<file path="src/rtl/lcd_spi_if_gen2.sv">
// SPI master for the picture-frame LCD: single CMD/DATA bytes with a D/C line, plus STREAM bursts with a one-word prefetch.
// Latency: CS falls the cycle after trigger; a CMD/DATA byte keeps busy high 17*CLK_DIV+CS_IDLE cycles, done pulses next.
// Backpressure: stream_busy is high outside STREAM, while the prefetch buffer is full, and once every burst word is in.
module lcd_spi_if_gen2 #(
    parameter int CLK_DIV     = 2,
    parameter int WORD_BYTES  = 4,
    parameter int BURST_BYTES = 512,
    parameter int CS_IDLE     = 2
) (
    input  logic                    clk,
    input  logic                    rst,
    input  logic [1:0]              op,
    input  logic [7:0]              cmd_byte,
    input  logic                    trigger,
    output logic                    busy,
    output logic                    done,
    input  logic [8*WORD_BYTES-1:0] stream_data,
    input  logic                    stream_trigger,
    output logic                    stream_busy,
    output logic                    spi_clk,
    output logic                    spi_mosi,
    input  logic                    spi_miso,
    output logic                    spi_cs,
    output logic                    lcd_dc
);
    localparam int WW     = 8 * WORD_BYTES;
    localparam int NWORDS = BURST_BYTES / WORD_BYTES;
    localparam int BCW    = $clog2(BURST_BYTES + 1);
    localparam int DCW    = $clog2(CLK_DIV + 1);
    localparam int GCW    = $clog2(CS_IDLE + 1);
    localparam int WCW    = $clog2(NWORDS + 1);
    localparam int WBW    = (WORD_BYTES > 1) ? $clog2(WORD_BYTES) : 1;

    localparam logic [1:0] OP_CMD    = 2'b00;
    localparam logic [1:0] OP_STREAM = 2'b10;
    localparam logic [1:0] OP_RSVD   = 2'b11;

    typedef enum logic [2:0] {S_IDLE, S_LOAD, S_SHIFT, S_WAIT_WORD, S_HOLD, S_GAP} state_t;

    state_t            state_q, state_d;
    logic [1:0]        op_q, op_d;
    logic              dc_q, dc_d, cs_q, cs_d, sck_q, sck_d, mosi_q, mosi_d;
    logic              busy_q, busy_d, done_q, done_d, sbusy_q, sbusy_d;
    logic [WW-1:0]     sh_q, sh_d, buf_q, buf_d;
    logic              buf_vld_q, buf_vld_d;
    logic [BCW-1:0]    byte_cnt_q, byte_cnt_d;
    logic [WCW-1:0]    words_q, words_d;
    logic [WBW-1:0]    wbyte_q, wbyte_d;
    logic [2:0]        bit_q, bit_d;
    logic [DCW-1:0]    div_q, div_d;
    logic [GCW-1:0]    gap_q, gap_d;
    logic              accept;
    logic [BCW-1:0]    last_idx;
    logic              unused_miso;

    // MISO has no reader: the LCD is write-only.
    assign unused_miso = spi_miso;

    assign busy        = busy_q;
    assign done        = done_q;
    assign stream_busy = sbusy_q;
    assign spi_clk     = sck_q;
    assign spi_mosi    = mosi_q;
    assign spi_cs      = cs_q;
    assign lcd_dc      = dc_q;

    // Next-state logic: bit timing, byte/word sequencing, prefetch buffer handling.
    always_comb begin
        state_d    = state_q;
        op_d       = op_q;
        dc_d       = dc_q;
        cs_d       = cs_q;
        sck_d      = sck_q;
        mosi_d     = mosi_q;
        busy_d     = busy_q;
        done_d     = 1'b0;
        sh_d       = sh_q;
        buf_d      = buf_q;
        buf_vld_d  = buf_vld_q;
        byte_cnt_d = byte_cnt_q;
        words_d    = words_q;
        wbyte_d    = wbyte_q;
        bit_d      = bit_q;
        div_d      = div_q;
        gap_d      = gap_q;
        accept     = stream_trigger && !sbusy_q;
        last_idx   = (op_q == OP_STREAM) ? BCW'(BURST_BYTES - 1) : '0;

        case (state_q)
            S_IDLE: begin
                if (trigger && op != OP_RSVD) begin
                    op_d       = op;
                    dc_d       = (op != OP_CMD);
                    cs_d       = 1'b0;
                    busy_d     = 1'b1;
                    sck_d      = 1'b0;
                    div_d      = '0;
                    byte_cnt_d = '0;
                    words_d    = '0;
                    buf_vld_d  = 1'b0;
                    if (op == OP_STREAM) begin
                        state_d = S_LOAD;
                    end else begin
                        state_d              = S_SHIFT;
                        sh_d                 = '0;
                        sh_d[WW-1 -: 8]      = cmd_byte;
                        mosi_d               = cmd_byte[7];
                        bit_d                = 3'd7;
                        wbyte_d              = '0;
                    end
                end
            end
            // Shifter empty (burst start or underrun): SCK and MOSI hold until a word arrives.
            S_LOAD, S_WAIT_WORD: begin
                if (accept) begin
                    sh_d    = stream_data;
                    mosi_d  = stream_data[WW-1];
                    bit_d   = 3'd7;
                    wbyte_d = WBW'(WORD_BYTES - 1);
                    words_d = words_q + 1'b1;
                    div_d   = '0;
                    sck_d   = 1'b0;
                    state_d = S_SHIFT;
                end
            end
            S_SHIFT: begin
                if (accept) begin
                    buf_d     = stream_data;
                    buf_vld_d = 1'b1;
                    words_d   = words_q + 1'b1;
                end
                if (div_q != DCW'(CLK_DIV - 1)) begin
                    div_d = div_q + 1'b1;
                end else begin
                    div_d = '0;
                    if (!sck_q) begin
                        sck_d = 1'b1;
                    end else begin
                        sck_d = 1'b0;
                        if (bit_q != 3'd0) begin
                            bit_d  = bit_q - 3'd1;
                            sh_d   = sh_q << 1;
                            mosi_d = sh_q[WW-2];
                        end else begin
                            byte_cnt_d = byte_cnt_q + 1'b1;
                            bit_d      = 3'd7;
                            if (byte_cnt_q == last_idx) begin
                                state_d = S_HOLD;
                            end else if (wbyte_q != '0) begin
                                wbyte_d = wbyte_q - 1'b1;
                                sh_d    = sh_q << 1;
                                mosi_d  = sh_q[WW-2];
                            end else if (buf_vld_q) begin
                                sh_d      = buf_q;
                                mosi_d    = buf_q[WW-1];
                                buf_vld_d = 1'b0;
                                wbyte_d   = WBW'(WORD_BYTES - 1);
                            end else if (accept) begin
                                // Word arriving exactly at the word boundary bypasses the buffer.
                                sh_d      = stream_data;
                                mosi_d    = stream_data[WW-1];
                                buf_vld_d = 1'b0;
                                wbyte_d   = WBW'(WORD_BYTES - 1);
                            end else begin
                                state_d = S_WAIT_WORD;
                            end
                        end
                    end
                end
            end
            // Final SCK-low hold with CS still asserted.
            S_HOLD: begin
                if (div_q == DCW'(CLK_DIV - 1)) begin
                    div_d   = '0;
                    gap_d   = '0;
                    cs_d    = 1'b1;
                    state_d = S_GAP;
                end else begin
                    div_d = div_q + 1'b1;
                end
            end
            S_GAP: begin
                if (gap_q == GCW'(CS_IDLE - 1)) begin
                    busy_d  = 1'b0;
                    done_d  = 1'b1;
                    state_d = S_IDLE;
                end else begin
                    gap_d = gap_q + 1'b1;
                end
            end
            default: state_d = S_IDLE;
        endcase

        sbusy_d = !((op_d == OP_STREAM) &&
                    (state_d inside {S_LOAD, S_SHIFT, S_WAIT_WORD}) &&
                    !buf_vld_d && (words_d < WCW'(NWORDS)));
    end

    // State and registered outputs; synchronous reset aborts any op without a done pulse.
    always_ff @(posedge clk) begin
        if (rst) begin
            state_q    <= S_IDLE;
            op_q       <= OP_CMD;
            dc_q       <= 1'b1;
            cs_q       <= 1'b1;
            sck_q      <= 1'b0;
            mosi_q     <= 1'b0;
            busy_q     <= 1'b0;
            done_q     <= 1'b0;
            sbusy_q    <= 1'b1;
            sh_q       <= '0;
            buf_q      <= '0;
            buf_vld_q  <= 1'b0;
            byte_cnt_q <= '0;
            words_q    <= '0;
            wbyte_q    <= '0;
            bit_q      <= '0;
            div_q      <= '0;
            gap_q      <= '0;
        end else begin
            state_q    <= state_d;
            op_q       <= op_d;
            dc_q       <= dc_d;
            cs_q       <= cs_d;
            sck_q      <= sck_d;
            mosi_q     <= mosi_d;
            busy_q     <= busy_d;
            done_q     <= done_d;
            sbusy_q    <= sbusy_d;
            sh_q       <= sh_d;
            buf_q      <= buf_d;
            buf_vld_q  <= buf_vld_d;
            byte_cnt_q <= byte_cnt_d;
            words_q    <= words_d;
            wbyte_q    <= wbyte_d;
            bit_q      <= bit_d;
            div_q      <= div_d;
            gap_q      <= gap_d;
        end
    end
endmodule

</file>
<file path="config.mk">
export PLATFORM = sky130hd
export DESIGN_NAME = lcd_spi_if_gen2
export DESIGN_NICKNAME = d
export VERILOG_FILES = /design/src/rtl/lcd_spi_if_gen2.sv
export SDC_FILE = /design/constraint.sdc
export NUM_CORES = 1
export LEC_CHECK = 0
export BUFFER_PORTS_ARGS = -buffer_cell sky130_fd_sc_hd__buf_4
export CAP_MARGIN = 20
export CORE_MARGIN = 5
export CORE_UTILIZATION = 60
export DETAILED_ROUTE_END_ITERATION = 6
export PLACE_DENSITY_LB_ADDON = 0.12
export SLEW_MARGIN = 10
export SYNTH_ARGS = -nofsm -noshare
export SYNTH_HDL_FRONTEND = slang
export SYNTH_SLANG_ARGS = --single-unit
</file>
<file path="constraint.sdc">
create_clock -name clk -period 2.2 [get_ports clk]
set_input_delay 0.33 -clock clk [delete_from_list [all_inputs] [get_ports clk]]
set_output_delay 0.33 -clock clk [all_outputs]
set_load 0.005 [all_outputs]
</file>
Word-level counts from Yosys, hierarchy flattened
Cells that the tools add are included.

Input bits: 47. Logic and storage cells: 176. Output and inout bits: 7. Register bits: 104.

Reduce and logical (&&, ||, !) cells: 33. Bitwise gates (word level): 1. Multiplexer cells: 90. Equal/unequal tests: 27. $lt $le $gt $ge: 1. Add/subtract/negate cells: 6.

Operators with widths (count): $mux W32 (9); $pmux W32 S3 (1); $mux W3 (17); $mux W10 (4); $mux W2 (18); $mux W1 (26); $ne A2 B2 Y1 const B (11); $pmux W10 S2 (1); $mux W8 (2); $pmux W8 S2 (1); $pmux W3 S5 (1); $eq A3 B2 Y1 const B (4); $reduce_and A3 Y1 (4); $reduce_and A6 Y1 (2); $reduce_bool A2 Y1 (6); $add A10 B1 Y10 const B (1); $eq A10 B9 Y1 (1); $mux W9 (1); $pmux W3 S3 (1); $reduce_bool A3 Y1 (3); $add A8 B1 Y8 const B (1); $lt A8 B8 Y1 const B (1); $pmux W2 S4 (1); $reduce_and A7 Y1 (1); other kinds (23) (40).

Depth between registers and ports, before layout
Depth after elaboration: 16. Gate-level depth with buffers: 9. Gate-level depth less buffers: 7.

Least setup slack after synthesis
Ideal clock, no wire load.

Kind: reg-to-reg. Start point: reg bit_q[0]. End point: reg sh_q[24]. Buffers on the path: 2. Clock period less this slack: 1926 ps. Arrival time: 1802 ps. Cell stages (with the launch flop): 10. Setup time: 123 ps. Data required time: 2077 ps. Setup slack: 274 ps. Cells stage by stage: dfxtp_1 -> inv_1 -> ha_1 -> or4b_1 -> clkbuf_1 -> buf_2 -> nand2_1 -> nand2_1 -> o21a_1 -> mux2_1.

Word-level cells in the longest chain between the ends: 5. Elaborated cells on any way between the ends: 7. Those cells by class: eq/ne: 1; mux: 4; reduce/logical: 2.

RTL lines: start: declaration (RTL line 49) `logic [2:0] bit_q, bit_d;`; start signal: assignment (RTL line 236) `bit_q <= bit_d;`; $reduce_bool A3 Y1 * (RTL line 140) `if (bit_q != 3'd0) begin`; $mux W32 (RTL line 140); $mux W32 (RTL line 136) `if (!sck_q) begin`; $mux W32 (RTL line 132) `if (div_q != DCW'(CLK_DIV - 1)) begin`; $pmux W32 S3 (RTL line 89) `case (state_q)`; end signal: assignment (RTL line 211) `sh_q <= '0;`; end signal: assignment (RTL line 230) `sh_q <= sh_d;`; end: declaration (RTL line 44) `logic [WW-1:0] sh_q, sh_d, buf_q, buf_d;`.

Mark *: on every way between the ends. The rest lies on a longest branch, timed or not. The select of a mux whose other input is x is not followed. A chain may end at the register's enable or synchronous reset.

Worst setup path after layout
Start point: reg bit_q[0]. End point: reg sh_q[30].

Same word-level chain as after synthesis.

==> metrics.yaml <==
status: "complete, no violations"
period_minus_slack_ps: 2090
via_per_inst: 6.10
ys_warn_count: 0
required_ps: 2490
timing.critical_path.buf_inv: 2
rsz0062_at_grt: "false"
grt_pass1_wl_mm: 27.0
grt_start_max_net_pins: 54
final_area_um2: 6650
synth.avg_cell_area_um2: 7.15
cts_buffer_depth: 2
fill_cells: 843
start_kind: "flip-flop"
pre_cts_ws_ps: 114
layout_common_cells: "nand2_1, a21oi_1, dfxtp_1"
clk_pin_slew_ps: 100
leakagePower_nw: 2.27
fin_setup_tns_ps: 0
setup_viol: 0
critPathKind: "reg2reg"
fp.dieW_um: 109
ff_latch_area_um2: 2060
power_mw: 4.27
synthCells: 824
area_delta_synth_final_pct: 12.8
dr.pass1.iters: 7
insertion_delay_ps: 390
cpPeakStageDelay_ps: 470
dpl.hpwl_mm: 10.5
drive_gt1_frac: 0.130
drc: 0
cts_tree: "done"
rows: 36
seqPwrFrac: 0.476
hold_ws_ps: 180
async_flop_share: 0
grt_antenna_before_repair: 0
core-area_um2: 9680
worst_slack_ps: 114
hold_buffers: 0
clk_root_buffer_cell: "clkbuf_8"
finalHoldViolCount: 0
crit_slowest_cell: "or4b_1"
p_sw_mw: 1.35
clock_power_share: 0.285
ys_seq_area_frac: 0.350
synth_cell_type_count: 59
path_delay_family: "simple AND/OR/NAND/NOR gates"
internal-power_mw: 2.92
multiInputGateArea_um2: 3560
maxSlewViolCount: 0
ys_seq_elements: 103
die-area_um2: 11900
max_freq_ghz: 0.479
combPwrFrac: 0.239
final_common_cell: "nand2_1"
crit_path_frequent_cell: "nand2_1"
grt_use_total: 0.281
grt_pass1_vias: 5803
wl_mm: 16.1
first_iter_violations: 463
switching_share: 0.316
synth-edff-count: 0
cts_buffers: 9
die_h_um: 109
drtAntennaViolNets: 0
worst_pin_slew_ps: 568
fin_skew_ps: 14.0
antenna_cells: 0
ios: 54
relSlewSlack: 0.621
synth_fp_nets: 876
path_cells: "inv_1 -> ha_1 -> or4b_1 -> buf_6 -> nand2_1 -> nand2_1 -> o21a_1 -> mux2_1"
final_nets: 901
cp_max_fo: 31
critPathArrivalTime_ps: 2380
maxCapViolations: 0
hp-class: "in2reg"
place_inst: 971
globalplace.congestion: 0.927
clock-sinks: 103
post-route-period-util: 0.948
syn_area_um2: 5890
power.density_nw_per_um2: 642
port_buffers: 52
avgRoutedWirePerCell_um: 16.3
vias: 6018
placed_area_um2: 6440
end_kind: "flip-flop"
initial_core_util: 0.608
stdcell_count: 987
ir_drop_v: 0.000604
synth_ff_type: "dfxtp_1"
htree_levels: 3
grt-ovfl-total: 0
fin_util: 0.687
Yosys cell counts (2+ instances only):
cell	instances	area, um2
nand2_1	123	462
a21oi_1	107	536
dfxtp_1	103	2060
nor2_1	100	375
nor3_1	52	260
clkbuf_1	50	188
nand3_1	30	150
nand2b_1	29	181
nor4_1	25	156
a31oi_1	24	150
o21ai_0	17	85.1
buf_2	15	75.1
a211oi_1	12	90.1
nor2b_1	12	75.1
mux2i_1	11	110
o21a_1	11	82.6
inv_1	8	30.0
mux2_1	7	78.8
and2_1	6	37.5
o2111ai_1	6	52.6
xor2_1	6	52.6
and4_1	5	43.8
ha_1	5	62.6
and3_1	4	25.0
mux2_2	4	45.0
nand4_1	4	25.0
nand3b_1	3	22.5
nor4b_1	3	26.3
o22ai_1	3	18.8
or3_1	3	18.8
a22oi_1	2	15.0
a311oi_1	2	17.5
and4b_1	2	20.0
buf_1	2	7.51
nor3b_1	2	15.0
o211ai_1	2	15.0
or4b_1	2	20.0
path summary, 6_finish.rpt:
| kind | start | endpoint | slack, ps | cells past startpoint |
|---|---|---|---|---|
| worst max-delay path | bit_q[0]$_SDFFE_PP0P_ | sh_q[30]$_SDFFE_PP0P_ | 110 | 8 |
| worst min-delay path | stream_data[31] | buf_q[31]$_SDFFE_PP0P_ | 180 | 3 |
| worst max register to register | bit_q[0]$_SDFFE_PP0P_ | sh_q[30]$_SDFFE_PP0P_ | 110 | 8 |
| worst min register to register | buf_q[25]$_SDFFE_PP0P_ | buf_q[25]$_SDFFE_PP0P_ | 460 | 2 |
power by group through the flow:
stage	sequential (mW)	clock [mW]	combinational, mW
CTS	2.03	1.25	1.00
finish	2.03	1.22	1.02
global route	2.05	1.32	1.12
detailed placement	2.07	0	0.995
global placement	2.07	0	0.969
floorplan	2.05	0	0.686
cells by family (layout without fill, tap and decap cells):
group | Yosys count | after routing | synth area share
mux | 22 | 22 | 0.0397
compound gates | 201 | 201 | 0.206
buf+inv | 76 | 106 | 0.0516
xor+xnor | 7 | 7 | 0.0104
flops | 103 | 103 | 0.350
simple gates | 410 | 410 | 0.332
fa+ha+maj | 5 | 5 | 0.0106
state kept, by name, summed over array words and instances (netlist names), 2 cells and up:
| signal | count |
|---|---|
| div_q | 2 |
| bit_q | 3 |
| sh_q | 31 |
| byte_cnt_q | 10 |
| wbyte_q | 2 |
| gap_q | 2 |
| state_q | 3 |
| buf_q | 32 |
| words_q | 8 |
| op_q | 2 |
metal layers:
layer	vias to the layer above	global-route usage	part of all wire
met1	2843	0.352	0.44
met2	206	0.473	0.48
met5	-	0	0
met3	22	0.0586	0.063
met4	0	0.111	0.015
li1	2947	-	-
cell type report:
| cell class | count | share of cell area |
|---|---|---|
| sequential | 103 | 0.310 |
| multi-input combinational | 645 | 0.535 |
| clock inverter | 3 | 0.00640 |
| inverter | 9 | 0.00508 |
| timing repair buffer | 81 | 0.0958 |
| clock buffer | 13 | 0.0224 |
| tap | 133 | 0.0250 |
worst min-delay path, cell delays in order:
cell and delay [ps]:
buf_4 110, nand2_1 50, a21oi_1 50
timing repair:
action,CTS,global route
endpoints found under the setup margin,0,33
setup buffers,0,0
resized for setup,0,4
No activity file was read; power rests on OpenSTA's default activity.
